### config.mk
export PLATFORM = sky130hd
export DESIGN_NAME = decode_stage_flat
export DESIGN_NICKNAME = d
export VERILOG_FILES = /design/src/rtl/decode_stage_if.sv /design/src/rtl/decode_stage.sv /design/src/flat_wrapper.sv
export SDC_FILE = /design/constraint.sdc
export NUM_CORES = 1
export LEC_CHECK = 0
export CAP_MARGIN = 20
export CORE_ASPECT_RATIO = 0.8
export CORE_MARGIN = 2
export CORE_UTILIZATION = 29
export CTS_CLUSTER_DIAMETER = 80
export DETAILED_ROUTE_END_ITERATION = 7
export GPL_TIMING_DRIVEN = 0
export PLACE_DENSITY = 0.49
export REMOVE_ABC_BUFFERS = 1
export SLEW_MARGIN = 20
export SYNTH_ARGS = -nofsm -noshare
export SYNTH_HDL_FRONTEND = slang
export SYNTH_SLANG_ARGS = --single-unit
### constraint.sdc
create_clock -name clk_i -period 4.41 [get_ports clk_i]
set_input_delay 0.882 -clock clk_i [delete_from_list [all_inputs] [get_ports clk_i]]
set_output_delay 0.882 -clock clk_i [all_outputs]
set_load 0.005 [all_outputs]
### src/rtl/decode_stage_if.sv
// rtl/decode_stage_if.sv - fetch-side and execute-side handshake bundle of the decode stage
interface decode_stage_if #(parameter int XLEN = 32);
   logic            in_valid_i;
   logic            in_ready_o;
   logic [31:0]     in_instr_i;
   logic [XLEN-1:0] in_pc_i;
   logic            out_valid_o;
   logic            out_ready_i;
   logic [XLEN-1:0] out_pc_o;
   logic [31:0]     out_instr_o;
   logic [4:0]      out_rd_o;
   logic [4:0]      out_rs1_o;
   logic [4:0]      out_rs2_o;
   logic [2:0]      out_funct3_o;
   logic [XLEN-1:0] out_imm_o;
   logic [1:0]      out_aluop_o;
   logic            out_alu_use_imm_o;
   logic            out_reg_wb_o;
   logic            out_reg_lui_o;
   logic            out_is_auipc_o;
   logic            out_branch_o;
   logic            out_mem_read_o;
   logic            out_mem_write_o;
   logic            out_mem_to_reg_o;
   logic [1:0]      out_jump_o;
   logic            out_is_word_o;
   logic            out_ecall_o;
   logic            out_ebreak_o;
   logic            out_fence_o;
   logic            out_illegal_o;

   modport slave (
      input  in_valid_i, in_instr_i, in_pc_i, out_ready_i,
      output in_ready_o, out_valid_o, out_pc_o, out_instr_o, out_rd_o, out_rs1_o, out_rs2_o,
             out_funct3_o, out_imm_o, out_aluop_o, out_alu_use_imm_o, out_reg_wb_o,
             out_reg_lui_o, out_is_auipc_o, out_branch_o, out_mem_read_o, out_mem_write_o,
             out_mem_to_reg_o, out_jump_o, out_is_word_o, out_ecall_o, out_ebreak_o,
             out_fence_o, out_illegal_o
   );

   modport master (
      output in_valid_i, in_instr_i, in_pc_i, out_ready_i,
      input  in_ready_o, out_valid_o, out_pc_o, out_instr_o, out_rd_o, out_rs1_o, out_rs2_o,
             out_funct3_o, out_imm_o, out_aluop_o, out_alu_use_imm_o, out_reg_wb_o,
             out_reg_lui_o, out_is_auipc_o, out_branch_o, out_mem_read_o, out_mem_write_o,
             out_mem_to_reg_o, out_jump_o, out_is_word_o, out_ecall_o, out_ebreak_o,
             out_fence_o, out_illegal_o
   );
endinterface

### src/rtl/decode_stage.sv
// rtl/decode_stage.sv - RV32I/RV64I decode stage with output register and one-entry skid buffer
module decode_stage #(
   parameter int XLEN = 32
) (
   input  logic          clk_i,
   input  logic          rst_ni,
   input  logic          flush_i,
   decode_stage_if.slave bus
);
   localparam bit IS_RV32 = (XLEN == 32);

   typedef struct packed {
      logic [XLEN-1:0] pc;
      logic [31:0]     instr;
      logic [4:0]      rd;
      logic [4:0]      rs1;
      logic [4:0]      rs2;
      logic [2:0]      funct3;
      logic [XLEN-1:0] imm;
      logic [1:0]      aluop;
      logic            alu_use_imm;
      logic            reg_wb;
      logic            reg_lui;
      logic            is_auipc;
      logic            branch;
      logic            mem_read;
      logic            mem_write;
      logic            mem_to_reg;
      logic [1:0]      jump;
      logic            is_word;
      logic            ecall;
      logic            ebreak;
      logic            fence;
      logic            illegal;
   } entry_t;

   entry_t      dec;
   entry_t      o_q, o_d, s_q, s_d;
   logic        o_valid_q, o_valid_d, s_valid_q, s_valid_d;
   logic [31:0] ins;
   logic [31:0] imm32;
   logic        ill;
   logic        in_fire, out_fire;

   assign ins = bus.in_instr_i;

   always_comb begin
      dec        = '0;
      imm32      = '0;
      ill        = 1'b0;
      dec.pc     = bus.in_pc_i;
      dec.instr  = ins;
      dec.rd     = ins[11:7];
      dec.rs1    = ins[19:15];
      dec.rs2    = ins[24:20];
      dec.funct3 = ins[14:12];
      case (ins[6:0])
         7'b0110011, 7'b0111011: begin
            dec.aluop   = 2'd3;
            dec.reg_wb  = 1'b1;
            dec.is_word = ins[3];
            ill         = ins[3] && IS_RV32;
         end
         7'b0010011, 7'b0011011: begin
            dec.aluop       = 2'd3;
            dec.alu_use_imm = 1'b1;
            dec.reg_wb      = 1'b1;
            dec.is_word     = ins[3];
            imm32           = {{20{ins[31]}}, ins[31:20]};
            // On RV32 a shift amount of 32..63 is not encodable.
            ill = IS_RV32 && (ins[3] || (ins[13:12] == 2'b01 && ins[25]));
         end
         7'b0000011: begin
            dec.alu_use_imm = 1'b1;
            dec.reg_wb      = 1'b1;
            dec.mem_read    = 1'b1;
            dec.mem_to_reg  = 1'b1;
            imm32           = {{20{ins[31]}}, ins[31:20]};
         end
         7'b0100011: begin
            dec.alu_use_imm = 1'b1;
            dec.mem_write   = 1'b1;
            imm32           = {{20{ins[31]}}, ins[31:25], ins[11:7]};
         end
         7'b1100011: begin
            dec.aluop  = 2'd2;
            dec.branch = 1'b1;
            imm32      = {{19{ins[31]}}, ins[31], ins[7], ins[30:25], ins[11:8], 1'b0};
         end
         7'b1101111: begin
            dec.jump   = 2'b01;
            dec.reg_wb = 1'b1;
            imm32      = {{11{ins[31]}}, ins[31], ins[19:12], ins[20], ins[30:21], 1'b0};
         end
         7'b1100111: begin
            dec.jump        = 2'b10;
            dec.reg_wb      = 1'b1;
            dec.alu_use_imm = 1'b1;
            imm32           = {{20{ins[31]}}, ins[31:20]};
         end
         7'b0110111, 7'b0010111: begin
            dec.reg_lui     = ins[5];
            dec.is_auipc    = !ins[5];
            dec.reg_wb      = 1'b1;
            dec.alu_use_imm = 1'b1;
            imm32           = {ins[31:12], 12'b0};
         end
         7'b0001111: dec.fence = 1'b1;
         7'b1110011: begin
            dec.ecall  = (ins == 32'h0000_0073);
            dec.ebreak = (ins == 32'h0010_0073);
            ill        = !(dec.ecall || dec.ebreak);
         end
         default: ill = 1'b1;
      endcase
      if (ins[1:0] != 2'b11) ill = 1'b1;
      dec.imm = XLEN'($signed(imm32));
      // Illegal entries still travel so the trap logic sees the PC, but must have no side effects.
      if (ill) begin
         dec.reg_wb    = 1'b0;
         dec.mem_read  = 1'b0;
         dec.mem_write = 1'b0;
         dec.branch    = 1'b0;
         dec.jump      = 2'b00;
         dec.ecall     = 1'b0;
         dec.ebreak    = 1'b0;
         dec.fence     = 1'b0;
      end
      dec.illegal = ill;
   end

   assign in_fire  = bus.in_valid_i && !s_valid_q;
   assign out_fire = o_valid_q && bus.out_ready_i;

   always_comb begin
      o_d       = o_q;
      s_d       = s_q;
      o_valid_d = o_valid_q;
      s_valid_d = s_valid_q;
      if (flush_i) begin
         o_valid_d = 1'b0;
         s_valid_d = 1'b0;
      end else if (!o_valid_q || out_fire) begin
         if (s_valid_q) begin
            o_d       = s_q;
            s_valid_d = 1'b0;
         end else if (in_fire) begin
            o_d       = dec;
            o_valid_d = 1'b1;
         end else begin
            o_valid_d = 1'b0;
         end
      end else if (in_fire) begin
         s_d       = dec;
         s_valid_d = 1'b1;
      end
   end

   always_ff @(posedge clk_i or negedge rst_ni) begin
      if (!rst_ni) begin
         o_q       <= '0;
         s_q       <= '0;
         o_valid_q <= 1'b0;
         s_valid_q <= 1'b0;
      end else begin
         o_q       <= o_d;
         s_q       <= s_d;
         o_valid_q <= o_valid_d;
         s_valid_q <= s_valid_d;
      end
   end

   assign bus.in_ready_o        = !s_valid_q;
   assign bus.out_valid_o       = o_valid_q;
   assign bus.out_pc_o          = o_q.pc;
   assign bus.out_instr_o       = o_q.instr;
   assign bus.out_rd_o          = o_q.rd;
   assign bus.out_rs1_o         = o_q.rs1;
   assign bus.out_rs2_o         = o_q.rs2;
   assign bus.out_funct3_o      = o_q.funct3;
   assign bus.out_imm_o         = o_q.imm;
   assign bus.out_aluop_o       = o_q.aluop;
   assign bus.out_alu_use_imm_o = o_q.alu_use_imm;
   assign bus.out_reg_wb_o      = o_q.reg_wb;
   assign bus.out_reg_lui_o     = o_q.reg_lui;
   assign bus.out_is_auipc_o    = o_q.is_auipc;
   assign bus.out_branch_o      = o_q.branch;
   assign bus.out_mem_read_o    = o_q.mem_read;
   assign bus.out_mem_write_o   = o_q.mem_write;
   assign bus.out_mem_to_reg_o  = o_q.mem_to_reg;
   assign bus.out_jump_o        = o_q.jump;
   assign bus.out_is_word_o     = o_q.is_word;
   assign bus.out_ecall_o       = o_q.ecall;
   assign bus.out_ebreak_o      = o_q.ebreak;
   assign bus.out_fence_o       = o_q.fence;
   assign bus.out_illegal_o     = o_q.illegal;
endmodule

### src/flat_wrapper.sv
// flat-port wrapper written by rule: the top's interface ports become plain ports
module decode_stage_flat 
#(
   parameter int XLEN = 32
)
  (clk_i, rst_ni, flush_i, bus_in_valid_i, bus_in_instr_i, bus_in_pc_i, bus_out_ready_i, bus_in_ready_o, bus_out_valid_o, bus_out_pc_o, bus_out_instr_o, bus_out_rd_o, bus_out_rs1_o, bus_out_rs2_o, bus_out_funct3_o, bus_out_imm_o, bus_out_aluop_o, bus_out_alu_use_imm_o, bus_out_reg_wb_o, bus_out_reg_lui_o, bus_out_is_auipc_o, bus_out_branch_o, bus_out_mem_read_o, bus_out_mem_write_o, bus_out_mem_to_reg_o, bus_out_jump_o, bus_out_is_word_o, bus_out_ecall_o, bus_out_ebreak_o, bus_out_fence_o, bus_out_illegal_o);
  decode_stage_if #(.XLEN(XLEN)) bus_i ();
  input  logic clk_i;
  input  logic rst_ni;
  input  logic flush_i;
  input wire logic [$bits(bus_i.in_valid_i)-1:0] bus_in_valid_i;
  input wire logic [$bits(bus_i.in_instr_i)-1:0] bus_in_instr_i;
  input wire logic [$bits(bus_i.in_pc_i)-1:0] bus_in_pc_i;
  input wire logic [$bits(bus_i.out_ready_i)-1:0] bus_out_ready_i;
  output wire logic [$bits(bus_i.in_ready_o)-1:0] bus_in_ready_o;
  output wire logic [$bits(bus_i.out_valid_o)-1:0] bus_out_valid_o;
  output wire logic [$bits(bus_i.out_pc_o)-1:0] bus_out_pc_o;
  output wire logic [$bits(bus_i.out_instr_o)-1:0] bus_out_instr_o;
  output wire logic [$bits(bus_i.out_rd_o)-1:0] bus_out_rd_o;
  output wire logic [$bits(bus_i.out_rs1_o)-1:0] bus_out_rs1_o;
  output wire logic [$bits(bus_i.out_rs2_o)-1:0] bus_out_rs2_o;
  output wire logic [$bits(bus_i.out_funct3_o)-1:0] bus_out_funct3_o;
  output wire logic [$bits(bus_i.out_imm_o)-1:0] bus_out_imm_o;
  output wire logic [$bits(bus_i.out_aluop_o)-1:0] bus_out_aluop_o;
  output wire logic [$bits(bus_i.out_alu_use_imm_o)-1:0] bus_out_alu_use_imm_o;
  output wire logic [$bits(bus_i.out_reg_wb_o)-1:0] bus_out_reg_wb_o;
  output wire logic [$bits(bus_i.out_reg_lui_o)-1:0] bus_out_reg_lui_o;
  output wire logic [$bits(bus_i.out_is_auipc_o)-1:0] bus_out_is_auipc_o;
  output wire logic [$bits(bus_i.out_branch_o)-1:0] bus_out_branch_o;
  output wire logic [$bits(bus_i.out_mem_read_o)-1:0] bus_out_mem_read_o;
  output wire logic [$bits(bus_i.out_mem_write_o)-1:0] bus_out_mem_write_o;
  output wire logic [$bits(bus_i.out_mem_to_reg_o)-1:0] bus_out_mem_to_reg_o;
  output wire logic [$bits(bus_i.out_jump_o)-1:0] bus_out_jump_o;
  output wire logic [$bits(bus_i.out_is_word_o)-1:0] bus_out_is_word_o;
  output wire logic [$bits(bus_i.out_ecall_o)-1:0] bus_out_ecall_o;
  output wire logic [$bits(bus_i.out_ebreak_o)-1:0] bus_out_ebreak_o;
  output wire logic [$bits(bus_i.out_fence_o)-1:0] bus_out_fence_o;
  output wire logic [$bits(bus_i.out_illegal_o)-1:0] bus_out_illegal_o;
  assign bus_i.in_valid_i = bus_in_valid_i;
  assign bus_i.in_instr_i = bus_in_instr_i;
  assign bus_i.in_pc_i = bus_in_pc_i;
  assign bus_i.out_ready_i = bus_out_ready_i;
  assign bus_in_ready_o = bus_i.in_ready_o;
  assign bus_out_valid_o = bus_i.out_valid_o;
  assign bus_out_pc_o = bus_i.out_pc_o;
  assign bus_out_instr_o = bus_i.out_instr_o;
  assign bus_out_rd_o = bus_i.out_rd_o;
  assign bus_out_rs1_o = bus_i.out_rs1_o;
  assign bus_out_rs2_o = bus_i.out_rs2_o;
  assign bus_out_funct3_o = bus_i.out_funct3_o;
  assign bus_out_imm_o = bus_i.out_imm_o;
  assign bus_out_aluop_o = bus_i.out_aluop_o;
  assign bus_out_alu_use_imm_o = bus_i.out_alu_use_imm_o;
  assign bus_out_reg_wb_o = bus_i.out_reg_wb_o;
  assign bus_out_reg_lui_o = bus_i.out_reg_lui_o;
  assign bus_out_is_auipc_o = bus_i.out_is_auipc_o;
  assign bus_out_branch_o = bus_i.out_branch_o;
  assign bus_out_mem_read_o = bus_i.out_mem_read_o;
  assign bus_out_mem_write_o = bus_i.out_mem_write_o;
  assign bus_out_mem_to_reg_o = bus_i.out_mem_to_reg_o;
  assign bus_out_jump_o = bus_i.out_jump_o;
  assign bus_out_is_word_o = bus_i.out_is_word_o;
  assign bus_out_ecall_o = bus_i.out_ecall_o;
  assign bus_out_ebreak_o = bus_i.out_ebreak_o;
  assign bus_out_fence_o = bus_i.out_fence_o;
  assign bus_out_illegal_o = bus_i.out_illegal_o;
  decode_stage #(.XLEN(XLEN)) u_core (.clk_i(clk_i), .rst_ni(rst_ni), .flush_i(flush_i), .bus(bus_i));
endmodule
==> run summary <==
At the later pin of the worst-skew pair, clock insertion delay measures 0.54 ns. STA classifies the critical path endpoint as a primary output. The detailed router finished its first iteration with 435 violations. After synthesis, the largest family of logic cells by area is simple AND/OR/NAND/NOR gates. Post-synthesis cell area: 10100 sq um.

The critical path in this run is classified as reg2out. Post-CTS timing repair inserted 0 buffers for setup. The clock sink count was 228. The tools report the final antenna-violating net count as 0. Of the total power, the share spent switching nets is 26.3%. In the final timing run, aggregate negative setup slack is 0 ns.

The combinational cell fraction of total power was 17.0%; the minimum period implied by the final worst setup slack was 3.98 ns. The boundary pin count was 202; the ratio of routed vias to standard cells was 4.72. The share of cell area taken by muxes after synthesis was 6.54%; the floorplan row count was 61. The headroom to the max-slew limit was 40.1%; the share of synthesized cell area in and, or, nand and nor gates was 18.4%. The number of flip-flops and latches in the synthesized netlist works out to 228. The tools report the cell at the root of the clock tree as sky130_fd_sc_hd__clkbuf_16. The logs give 1 for the H-tree depth reported by CTS and 0 for the count of synthesis-stage warnings from yosys. The reg-to-reg critical path endpoint was u_core.s_q[44]. In this run the worst path has a maximum fanout of 46. Across every metal layer, demand over resource in global routing totals 16.5%. The first global-routing pass estimated 47100 um of wire. Of the available clock period, the critical path in the final layout requires 90.1%. Across the run, the number of max-cap violations was 0. Clock tree synthesis inserted a total of 27 buffers. On the final layout, the worst clock skew is 0.00917 ns. For the number of iterations in the first detailed-routing pass, the log shows 5.

The number of synthesized flops with an enable pin came out at 0. Counting every instance in the synthesized netlist gives 1084. In the final design database the tool counted 1304 nets. The tools report the worst voltage drop across the vdd grid as 247 uV. The clock passes through at most 3 buffers. The fraction of layout instances using a drive strength above 1 was 5.43%. The synthesized netlist devotes 0% of its cell area to XOR and XNOR gates. For this run, the top clock speed supported by timing is 252 MHz. Dividing the synthesized area by the synthesized cell count gives 9.32 sq um. The congestion estimate from routability-driven global placement came to 0.732. The logs give 0 for the hold violation total from the final report and 3516 for the number of inserted filler cells in the final layout. The die covers 36300 sq um. The type of the worst min-delay path was in2async. The wire length per cell came out at 17.2 um. Summed over all cells, the static leakage comes to 0.00587 uW. TritonCTS built the clock tree.

After clock tree synthesis, the clock-pin slew on the worst setup and hold paths is 0.06 ns. The post-synthesis compound-gate area fraction was 13.5%; the required time of the critical path was 3.53 ns. The number of max-slew violations in the final report came out at 0.

The reg-to-reg startpoint is u_core.s_valid_q. For the count of vias placed by the detailed router, the log shows 8135. The internal portion of the total power is 4160 uW. Via count of the first global-routing pass: 8116.

In the layout the commonest cells are sky130_fd_sc_hd__nand2_1 (356), sky130_fd_sc_hd__dfrtp_1 (227), sky130_fd_sc_hd__clkdlybuf4s50_1 (200), sky130_fd_sc_hd__o21ai_0 (117), sky130_fd_sc_hd__mux2i_1 (66). Once layout is complete, the utilization of the core stands at 38.9%. For the number of antenna violations at the first check in global routing, the log shows 1.

At the pin with the least slew margin, the transition time is 0.897 ns. The fraction of the yosys area taken by sequential cells came out at 56.5%. The dominant register cell in the synthesized netlist is sky130_fd_sc_hd__dfrtp_1.

The cell depth of the worst flop-to-flop path works out to 9. The analysis attributes to net switching a power of 1480 uW. The synthesized netlist contains 45 unique library cells. The most common library cell in the layout ignoring fill and taps is sky130_fd_sc_hd__nand2_1. Detailed placement ended at an HPWL of 19100 um. In this run, the clock network consumes 37.4% of the power.

The total overflow left after global routing is 0. In the routed design, unresolved DRC markers number 0. For the worst setup path, the data arrival time is 3.09 ns. After synthesis, the share of flip-flops with an asynchronous set or reset is 100%.

Port buffering added 201 buffers. The relative area change from synthesis to final layout is 32.9%, and the number of hold-repair buffers added at the cts stage is 0. After Yosys synthesis, full adders, half adders and majority gates account for 0% of the synthesized area. The initial core utilization is 29.3%, and the design area is 13400 sq um. Setup repair after global routing left no endpoint under its margin. The floorplan step defined a core boundary enclosing 34500 sq um.

The startpoint kind of the worst setup timing path was a flip-flop. The register-to-register setup slack is 0.49 ns, and the sequential cell fraction of total power is 45.6%. The die is 171 um tall. After detailed placement, the total cell area comes to 12600 sq um. The largest net degree at the start of global routing was 91; the ratio of total power to cell area was 420 nW/um^2.

The run finished with clean final reports. The total length of routed wires was 29700 um; the count of final setup violators was 0. After clock tree synthesis, the repair step resized 0 gates. Measured along the x axis, the die boundary spans 213 um.
## per-stage QoR
step	hold slack, ns	total power (uW)	instances	worst slack (ns)
final	0.273	5640	1725	0.435
after global routing	0.309	5970	1725	0.199
after CTS	0.287	5740	1724	0.0140
after detailed placement	0.462	3590	1678	0.0346
after global placement	0.454	3570	1663	-8.26
after floorplan	0.441	2950	990	-2.17
## registers in the layout (all words and copies together), names as in the netlist, 4 cells and up
name,cells
u_core.bus.out_instr_o,18
u_core.s_q,113
u_core.bus.out_rd_o,4
u_core.bus.out_rs2_o,4
u_core.bus.out_rs1_o,4
u_core.bus.out_imm_o,32
u_core.bus.out_pc_o,32
## per-layer routing
metal | vias up | part of all wire [%] | track usage, %
met1 | 3949 | 49 | 24.1
li1 | 3945 | - | -
met4 | 0 | 2.2 | 3.89
met3 | 42 | 6.2 | 3.96
met2 | 199 | 42 | 24.6
met5 | - | 0 | 0
## how the worst max path moves through the flow
stage                     start                    endpoint  slack (ns)  depth (start not counted)
6_report       u_core.s_valid_q              bus_in_ready_o        0.43                          4
5_1_grt        u_core.s_valid_q              u_core.s_q[41]        0.20                          9
4_1_cts        u_core.s_valid_q              u_core.s_q[44]        0.01                          9
3_5_place_dp   u_core.s_valid_q              u_core.s_q[44]        0.03                          9
3_3_place_gp             rst_ni  u_core.bus.out_instr_o[30]       -8.26                          1
2_1_floorplan  u_core.s_valid_q     u_core.bus.out_imm_o[0]       -2.17                          5
## power by group through the flow
stage          clock [uW]  combinational [uW]  sequential (uW)
2_1_floorplan           0                 340             2610
3_3_place_gp            0                 949             2620
3_5_place_dp            0                 973             2610
4_1_cts              2190                 977             2580
5_1_grt              2270                1080             2620
6_report             2110                 957             2580
## cells in the mapped netlist, drive strengths merged, types with 9 or more instances
master  number  area [sq um]
buf         58           355
mux2i       66           661
clkbuf      36           135
a21oi       49           249
o21ai      119           596
o22ai       14          87.6
nor2        36           138
nand3       17          85.1
a22oi       16           120
and3         9          56.3
nand2      357          1340
dfrtp      228          5710
## worst max-delay path: stages (launching register included)
cell                              delay [ns]
sky130_fd_sc_hd__dfrtp_4                0.76
sky130_fd_sc_hd__buf_16                 0.33
sky130_fd_sc_hd__buf_16                 0.28
sky130_fd_sc_hd__clkinvlp_4             0.52
sky130_fd_sc_hd__clkdlybuf4s50_1        0.62
## kinds of logic (layout without fill, tap and decap cells)
family / count (synthesis) / in the layout
other cells: 0 / 1
flops: 228 / 228
buf+inv: 99 / 267
compound gates: 239 / 239
simple gates: 452 / 452
mux: 66 / 66
## final cells by class
type	count	area (sq um)	share of cell area, %
diodes	1	2.50	0.0186
clock buffers	41	798	5.95
clock inverters	5	25.0	0.186
inverters	5	22.5	0.168
multi-input cells	757	3920	29.2
flip-flops and latches	228	5710	42.5
well taps	472	591	4.40
repair buffers	216	2360	17.6
(Power assumes the default switching activity.)
